**src/rtl/xalu_ise_pkg.sv**
```systemverilog
// Shared definitions for the xalu_ise issue/response stage.
//   - CUSTOM_0..CUSTOM_3 : 2-bit custom opcode selectors (req_fn[1:0])
//   - state_t            : issue-stage FSM states
//   - XLEN_DEFAULT       : default operand/result width
//   - req_t              : request record at the default widths
package xalu_ise_pkg;

   localparam int unsigned XLEN_DEFAULT  = 32;
   localparam int unsigned TAG_W_DEFAULT = 5;

   localparam logic [1:0] CUSTOM_0 = 2'd0;
   localparam logic [1:0] CUSTOM_1 = 2'd1;
   localparam logic [1:0] CUSTOM_2 = 2'd2;
   localparam logic [1:0] CUSTOM_3 = 2'd3;

   typedef enum logic [1:0] {
      IDLE = 2'd0,
      EXEC = 2'd1,
      RESP = 2'd2
   } state_t;

   typedef struct packed {
      logic [5:0]               fn;
      logic [6:0]               imm;
      logic [XLEN_DEFAULT-1:0]  rs1;
      logic [XLEN_DEFAULT-1:0]  rs2;
      logic [TAG_W_DEFAULT-1:0] tag;
   } req_t;

endpackage

```
**src/rtl/xalu_ise_perf_cnt.sv**
```systemverilog
// Issued/illegal operation counters for the xalu_ise issue stage.
// Only instantiated when XALU_ISE_PERF_CNT_EN is defined.
//   clk, rst_n   : clock, asynchronous active-low reset
//   inc_issue    : one-cycle pulse per accepted request
//   inc_illegal  : one-cycle pulse per captured illegal result
//   cnt_issue    : 32-bit wrapping issue count
//   cnt_illegal  : 32-bit wrapping illegal count
module xalu_ise_perf_cnt (
   input  logic        clk,
   input  logic        rst_n,
   input  logic        inc_issue,
   input  logic        inc_illegal,
   output logic [31:0] cnt_issue,
   output logic [31:0] cnt_illegal
);

   logic [31:0] issue_q, illegal_q;

   always_ff @(posedge clk or negedge rst_n) begin
      if (!rst_n) begin
         issue_q   <= '0;
         illegal_q <= '0;
      end else begin
         if (inc_issue)   issue_q   <= issue_q + 32'd1;
         if (inc_illegal) illegal_q <= illegal_q + 32'd1;
      end
   end

   assign cnt_issue   = issue_q;
   assign cnt_illegal = illegal_q;

endmodule

```
**src/rtl/xalu_ise_issue.sv**
```systemverilog
// Issue/response stage between the execute pipeline and the xalu_ise datapath.
// Registers a request, drives the combinational ALU for EXEC_LAT cycles, captures
// its result and offers it to writeback over valid/ready. Flush kills any in-flight op.
//   ise_clk, ise_rst : clock, asynchronous active-low reset
//   flush            : synchronous kill of the in-flight op
//   req_*            : request handshake and operands from execute
//   ise_*            : registered operands to / result from the ALU
//   rsp_*            : response handshake and result to writeback
//   cnt_issue/illegal: perf counters, present only with XALU_ISE_PERF_CNT_EN defined,
//                      otherwise tied to zero
module xalu_ise_issue
   import xalu_ise_pkg::*;
#(
   parameter int unsigned XLEN     = XLEN_DEFAULT,
   parameter int unsigned EXEC_LAT = 1,
   parameter int unsigned TAG_W    = TAG_W_DEFAULT
) (
   input  logic             ise_clk,
   input  logic             ise_rst,
   input  logic             flush,
   input  logic             req_valid,
   output logic             req_ready,
   input  logic [5:0]       req_fn,
   input  logic [6:0]       req_imm,
   input  logic [XLEN-1:0]  req_rs1,
   input  logic [XLEN-1:0]  req_rs2,
   input  logic [TAG_W-1:0] req_tag,
   output logic [5:0]       ise_fn,
   output logic [6:0]       ise_imm,
   output logic [XLEN-1:0]  ise_in1,
   output logic [XLEN-1:0]  ise_in2,
   output logic             ise_val,
   input  logic             ise_oval,
   input  logic [XLEN-1:0]  ise_out,
   output logic             rsp_valid,
   input  logic             rsp_ready,
   output logic [XLEN-1:0]  rsp_data,
   output logic [TAG_W-1:0] rsp_tag,
   output logic             rsp_illegal,
   output logic [31:0]      cnt_issue,
   output logic [31:0]      cnt_illegal
);

   if (EXEC_LAT < 1 || EXEC_LAT > 15) begin : g_bad_lat
      $error("EXEC_LAT must be in 1..15");
   end

   typedef struct packed {
      logic [5:0]       fn;
      logic [6:0]       imm;
      logic [XLEN-1:0]  rs1;
      logic [XLEN-1:0]  rs2;
      logic [TAG_W-1:0] tag;
   } op_t;

   localparam logic [3:0] LatInit = 4'(EXEC_LAT - 1);

   state_t           state_q, state_d;
   op_t              op_q, op_d;
   logic [3:0]       lat_q, lat_d;
   logic [XLEN-1:0]  data_q, data_d;
   logic [TAG_W-1:0] tag_q, tag_d;
   logic             ill_q, ill_d;
   logic             accept, capture;

   assign req_ready = !flush && (state_q == IDLE || (state_q == RESP && rsp_ready));
   assign accept    = req_valid && req_ready;
   // A flush on the last EXEC cycle kills the op before its result is captured.
   assign capture   = (state_q == EXEC) && (lat_q == 4'd0) && !flush;

   always_comb begin
      state_d = state_q;
      op_d    = op_q;
      lat_d   = lat_q;
      data_d  = data_q;
      tag_d   = tag_q;
      ill_d   = ill_q;

      unique case (state_q)
         IDLE: if (accept) state_d = EXEC;
         EXEC: begin
            if (lat_q != 4'd0) lat_d   = lat_q - 4'd1;
            else               state_d = RESP;
         end
         RESP: begin
            if (accept)         state_d = EXEC;
            else if (rsp_ready) state_d = IDLE;
         end
         default: state_d = IDLE;
      endcase

      if (capture) begin
         data_d = ise_oval ? ise_out : '0;
         ill_d  = !ise_oval;
         tag_d  = op_q.tag;
      end

      // Operand registers only change on accept, so the ALU inputs stay quiet otherwise.
      if (accept) begin
         op_d  = '{fn: req_fn, imm: req_imm, rs1: req_rs1, rs2: req_rs2, tag: req_tag};
         lat_d = LatInit;
      end

      if (flush) state_d = IDLE;
   end

   always_ff @(posedge ise_clk or negedge ise_rst) begin
      if (!ise_rst) begin
         state_q <= IDLE;
         op_q    <= '0;
         lat_q   <= '0;
         data_q  <= '0;
         tag_q   <= '0;
         ill_q   <= 1'b0;
      end else begin
         state_q <= state_d;
         op_q    <= op_d;
         lat_q   <= lat_d;
         data_q  <= data_d;
         tag_q   <= tag_d;
         ill_q   <= ill_d;
      end
   end

   assign ise_fn      = op_q.fn;
   assign ise_imm     = op_q.imm;
   assign ise_in1     = op_q.rs1;
   assign ise_in2     = op_q.rs2;
   assign ise_val     = (state_q == EXEC);
   assign rsp_valid   = (state_q == RESP);
   assign rsp_data    = data_q;
   assign rsp_tag     = tag_q;
   assign rsp_illegal = ill_q;

`ifdef XALU_ISE_PERF_CNT_EN
   xalu_ise_perf_cnt u_perf_cnt (
      .clk         (ise_clk),
      .rst_n       (ise_rst),
      .inc_issue   (accept),
      .inc_illegal (capture && !ise_oval),
      .cnt_issue   (cnt_issue),
      .cnt_illegal (cnt_illegal)
   );
`else
   assign cnt_issue   = '0;
   assign cnt_illegal = '0;
`endif

endmodule

```
**config.mk**
```make
export PLATFORM = sky130hd
export DESIGN_NAME = xalu_ise_issue
export DESIGN_NICKNAME = d
export VERILOG_FILES = /design/src/rtl/xalu_ise_pkg.sv /design/src/rtl/xalu_ise_perf_cnt.sv /design/src/rtl/xalu_ise_issue.sv
export SDC_FILE = /design/constraint.sdc
export NUM_CORES = 1
export LEC_CHECK = 0
export BUFFER_PORTS_ARGS = -buffer_cell sky130_fd_sc_hd__buf_2
export CAP_MARGIN = 10
export CORE_MARGIN = 2
export CORE_UTILIZATION = 30
export DETAILED_ROUTE_END_ITERATION = 7
export SYNTH_ARGS = -nofsm -noshare
export SYNTH_HDL_FRONTEND = slang
export SYNTH_SLANG_ARGS = --single-unit
```
**constraint.sdc**
```tcl
create_clock -name ise_clk -period 1.6 [get_ports ise_clk]
set_input_delay 0.08 -clock ise_clk [delete_from_list [all_inputs] [get_ports ise_clk]]
set_output_delay 0.08 -clock ise_clk [all_outputs]
set_load 0.02 [all_outputs]
```
# [Word-level counts from Yosys, hierarchy flattened]
# Cells that the tools add are included.
[classes] addsub=1 mul=0 div=0 n_lt_le_gt_ge=0 eq_ne=5 shifts=0 muxes=10 bitwise=0 n_reduce_logical=15
[op_table] cell="$mux W32" n=1
[op_table] cell="$mux W4" n=3
[op_table] cell="$mux W2" n=5
[op_table] cell="$ne A3 B3 Y1 const B" n=2
[op_table] cell="$pmux W2 S3" n=1
[op_table] cell="$logic_and A1 B1 Y1" n=5
[op_table] cell="$logic_not A4 Y1" n=1
[op_table] cell="$ne A4 B2 Y1 const B" n=1
[op_table] cell="$reduce_bool A2 Y1" n=2
[op_table] cell="$reduce_bool A4 Y1" n=1
[op_table] cell="$sub A4 B1 Y4 const B" n=1
[op_table] cell="$reduce_and A3 Y1" n=1
[op_table] cell="$eq A2 B1 Y1 const B" n=1
[op_table] cell="$eq A2 B2 Y1 const B" n=1
[op_table] cell="$logic_not A1 Y1" n=2
[op_table] cell="$logic_not A2 Y1" n=1
[op_table] cell="$reduce_and A2 Y1" n=1
[op_table] cell="$logic_or A1 B1 Y1" n=1
[totals] reg_bits=126 latchBits=0 mem_bits_rw=0 romBits=0 in_bits=120 out_inout_bits=182 word_cells=41 n_memories=0

# [Longest topological paths before layout]
[depth] word_depth=8 mapped_depth=7 depth_no_buf=5

# [Worst setup path after synthesis]
# OpenSTA, ideal clock, no wires.
[synth_path] path_type="register to register" from="register lat_q[0]" to="register data_q[11] (netlist: rsp_data[11])" setup_time_ps=126 t_arrival_ps=1488 required_ps=1474 path_slack_ps=-14 path_stages_with_launch=8 n_path_buf=2 synth_period_minus_slack_ps=1614 cell_sequence="dfrtp_1 > inv_1 > ha_1 > nor3b_2 > nand3b_1 > buf_4 > buf_4 > mux2i_1"
[synth_via] elab_chain_len=3
[synth_rtl] item="from (decl)" line="xalu_ise_issue.sv:60" rtl="logic [3:0] lat_q, lat_d;"
[synth_rtl] item="from (signal assigned)" line="xalu_ise_issue.sv:118" rtl="lat_q <= lat_d;"
[synth_rtl] item="$logic_not A4 Y1" line="xalu_ise_issue.sv:69" rtl="assign capture = (state_q == EXEC) && (lat_q == 4'd0) && !flush;"
[synth_rtl] item="$logic_and A1 B1 Y1 (2 in series)" line="xalu_ise_issue.sv:69"
[synth_rtl] item="to (signal assigned)" line="xalu_ise_issue.sv:119" rtl="data_q <= data_d;"
[synth_rtl] item="to (decl)" line="xalu_ise_issue.sv:61" rtl="logic [XLEN-1:0] data_q, data_d;"
# No other way between the ends.
# A chain may end at the register's enable or synchronous reset.

# [Final worst setup path]
[layout_path] from="register state_q[1]" to="register op_q, in the netlist ise_in1[23]"
[layout_via] elab_chain_len=5 word_cells_on_any_way=6 cone_classes="1 x eq/ne; 5 x reduce/logical"
[layout_rtl] item="from (decl)" line="xalu_ise_issue.sv:58" rtl="state_t state_q, state_d;"
[layout_rtl] item="from (signal assigned)" line="xalu_ise_issue.sv:116" rtl="state_q <= state_d;"
[layout_rtl] item="$eq A2 B2 Y1" line="xalu_ise_issue.sv:66" rtl="assign req_ready = !flush && (state_q == IDLE || (state_q == RESP && rsp_ready));"
[layout_rtl] item="$logic_and A1 B1 Y1" line="xalu_ise_issue.sv:66"
[layout_rtl] item="$logic_or A1 B1 Y1 (*)" line="xalu_ise_issue.sv:66"
[layout_rtl] item="$logic_and A1 B1 Y1 (*)" line="xalu_ise_issue.sv:66"
[layout_rtl] item="$logic_and A1 B1 Y1 (*)" line="xalu_ise_issue.sv:67" rtl="assign accept = req_valid && req_ready;"
[layout_rtl] item="to (signal assigned)" line="xalu_ise_issue.sv:117" rtl="op_q <= op_d;"
[layout_rtl] item="to (decl)" line="xalu_ise_issue.sv:59" rtl="op_t op_q, op_d;"
# Every way passes the cells marked *; elsewhere a longest branch is shown, timed or not.

==> impl_results.md <==
- Status: complete, but fails checks
- Failing checks: setup timing
- Ant. Diodes: 0
- Synthesis Warnings: 0
- IO Pins: 302
- Most frequent cells in the layout: buf_2 (235), dfrtp_1 (126), dlygate4sd3_1 (116), conb_1 (64), mux2_2 (61)
- Yosys reg bits: 126
- Via density: 3.92
- FF-to-FF path depth: 4
- Placed cell count: around 940
- Final slew viol count: 0
- Share of power burned in registers: approximately a third
- Final worst slack: -0.0535 ns
- Finished Layout Cells: roughly 1100
- Max cap viols: 0
- Cell Int Power: 0.00945 W
- Area Overhead vs Synth: 46.9%
- Die width: 146 microns
- CTS Root Cell: clkbuf_16
- Slew HR: approximately three fifths
- FMAX: between 600 and 700 MHz
- PortBufs: roughly 240
- Hold Crit Depth: 4
- Clock period minus worst slack: between 1.5 and 2 ns
- Die Footprint: 0.0214 sq mm
- Final Cycle Share: 103%
- VDD IR max: 0.000720 V
- Remaining routing DRC violations: 0
- Drt pass-1 iters: 4
- RSZ-0062 raised after global routing: yes
- CP arrival: slightly below 2 ns
- First-pass GRT wire length: ~22000 microns
- Post-synthesis cell type count: 28
- Commonest non-fill, non-tap cell in the layout: buf_2
- Worst-path fanout max: 21
- Switch Pwr: 0.00522 W
- Clk_skew: 0.00591 ns
- Pre-CTS setup slack: -0.0686 ns
- Setup CP Type: reg2reg
- Clock edge transition at the registers on the reported setup and hold paths: 0.06 ns
- Comb power frac: 38.2%
- Clock Path Buffers: 2
- Initial antenna violation count: 0
- Inserted Clock Buffers: 17
- CP endpoint kind: register
- Setup crit start kind: register
- Share of cells above drive strength 1: 45.3%
- DRT iter0 DRCs: around 70
- Hold Path Class: in2reg
- Final GP Congestion: 0.698
- Switching Share: 35.6%
- CP required: 1.88 ns
- Fin nets: 935
- Worst-Skew Late Latency: 0.41 ns
- P per Cell Area: 1640 mW/mm^2
- Post-Synthesis Mean Instance Area: 12.1 sq um
- Core area: approximately 0.020 sq mm
- Clock power frac: a little over a quarter
- Die height: 146 microns
- CTS tree: yes
- GRT Total Usage: 12.8%
- Hold Fails Final Rpt: 0
- Number of global-route vias before repair: 4319
- Grt ovf: 0
- Pin count of the biggest net entering global routing: 47
- CTS sink cnt: 126
- Initial core utilization: 30.3%
- H-tree Lvls: 4
- Routed Antenna Nets: 0
- Area occupied by registers: ~0.0032 sq mm
- Cell count after synthesis: roughly 500
- Mapped Area: 0.00608 sq mm
- Util after Layout: between 40 and 50%
- Post-synthesis sequential area ratio: 51.9%
- LEAKAGE: 4.63 nW
- Slew @ Worst Pin: 0.602 ns
- Final setup viols: 54
- Via count: 4289
- Multi-input gate area: 0.00189 sq mm
- DR WL/cell: ~13 microns
- Worst hold margin: 0.0520 ns
- Cell Rows: 52
- WL final: 14000 microns
- HPWL Detailed: 8730 microns
- Design Power: 0.0147 W
- Fill cells: 1800
## per-stage QoR
stage | area (sq um) | TNS (ns)
6_report | 8930 | -1.67
5_1_grt | 8930 | -8.72
4_1_cts | 8770 | -2.57
3_5_place_dp | 6990 | -2.50
3_3_place_gp | 6990 | -1.13
2_1_floorplan | 6320 | -0.151
## layer usage
metal  vias to the layer above  GRT usage (%)  part of all wire (%)
met5                         -              0                     0
met4                         0           4.13                  0.81
met3                        10           4.72                   7.5
met2                       183           21.9                    50
met1                      2052           14.9                    42
li1                       2044              -                     -
## layout make-up
type / instances / share of cell area (%)
sequential: 126 / 35.3
inverter: 40 / 1.68
multi-input combinational: 240 / 21.1
clock inverter: 11 / 1.57
tap: 270 / 3.78
timing repair buffer: 388 / 31.3
clock buffer: 20 / 5.23
## state kept, by name (all words and copies together) (netlist names)
register and flops:
rsp_data 32, ise_fn 6, ise_in2 32, ise_imm 7, rsp_illegal 1, lat_q 4, op_q 5, ise_in1 32
rsp_tag 5, state_q 2
## critical path, cell delays in order (launching register included)
cell	delay (ns)
dfrtp_1	0.40
a2111oi_4	0.39
buf_12	0.20
buf_12	0.18
mux2_2	0.35
## synthesized netlist by cell type
library cell / number / share of area (%)
conb_1: 1 / 0.062
or4_1: 1 / 0.12
inv_2: 1 / 0.062
nand2_1: 32 / 2.0
a22oi_1: 1 / 0.12
mux2_2: 62 / 11
a2111oi_4: 1 / 0.45
buf_2: 6 / 0.49
mux2_1: 25 / 4.6
nand3b_1: 1 / 0.12
o21ai_0: 3 / 0.25
mux2i_1: 33 / 5.4
or3_1: 2 / 0.21
a211oi_1: 1 / 0.12
or2_2: 1 / 0.10
a311oi_1: 1 / 0.14
ha_1: 2 / 0.41
inv_1: 39 / 2.4
nor2b_1: 1 / 0.10
nor3b_2: 1 / 0.21
nor3_1: 2 / 0.16
clkbuf_1: 4 / 0.25
nand2b_1: 1 / 0.10
nor2_1: 1 / 0.062
dfrtp_1: 126 / 52
a31oi_1: 1 / 0.10
buf_4: 148 / 18
a21oi_1: 3 / 0.25
## cells by family after synthesis
logic type      after synthesis  synth area share, %
mux                         120                 21.6
buf+inv                     198                 21.5
compound gates               11                 1.44
simple gates                 43                 3.17
fa+ha+maj                     2                0.412
flops                       126                 51.9
other cells                   1               0.0617
## power by group through the flow
stage | sequential [W] | combinational (W) | clock, W
after detailed placement | 0.00513 | 0.00526 | 0
after floorplan | 0.00563 | 0.00385 | 0
after CTS | 0.00511 | 0.00548 | 0.00409
after global routing | 0.00529 | 0.00603 | 0.00425
final | 0.00511 | 0.00560 | 0.00395
after global placement | 0.00514 | 0.00517 | 0
## path summary, 6_finish.rpt
| path | start | to | slack (ns) |
|---|---|---|---|
| min in group asynchronous | ise_rst | ise_in2[14] | 0.16 |
| hold / removal | rsp_ready | state_q[1] | 0.05 |
| max in group asynchronous | ise_rst | rsp_data[2] | 0.85 |
| hold reg to reg | ise_in2[23] | ise_in2[23] | 0.48 |
| setup / recovery | state_q[1] | ise_in1[23] | -0.05 |
| setup reg to reg | state_q[1] | ise_in1[23] | -0.05 |
## repair_timing
action	in CTS	in global routing
hold endpoints to repair	241	0
pin swaps	0	3
gates resized for setup	3	15
setup endpoints to repair	71	108
cloned	0	3
buffers inserted	1	3
hold buffers	116	0
Power figures use the tool's default switching activity.
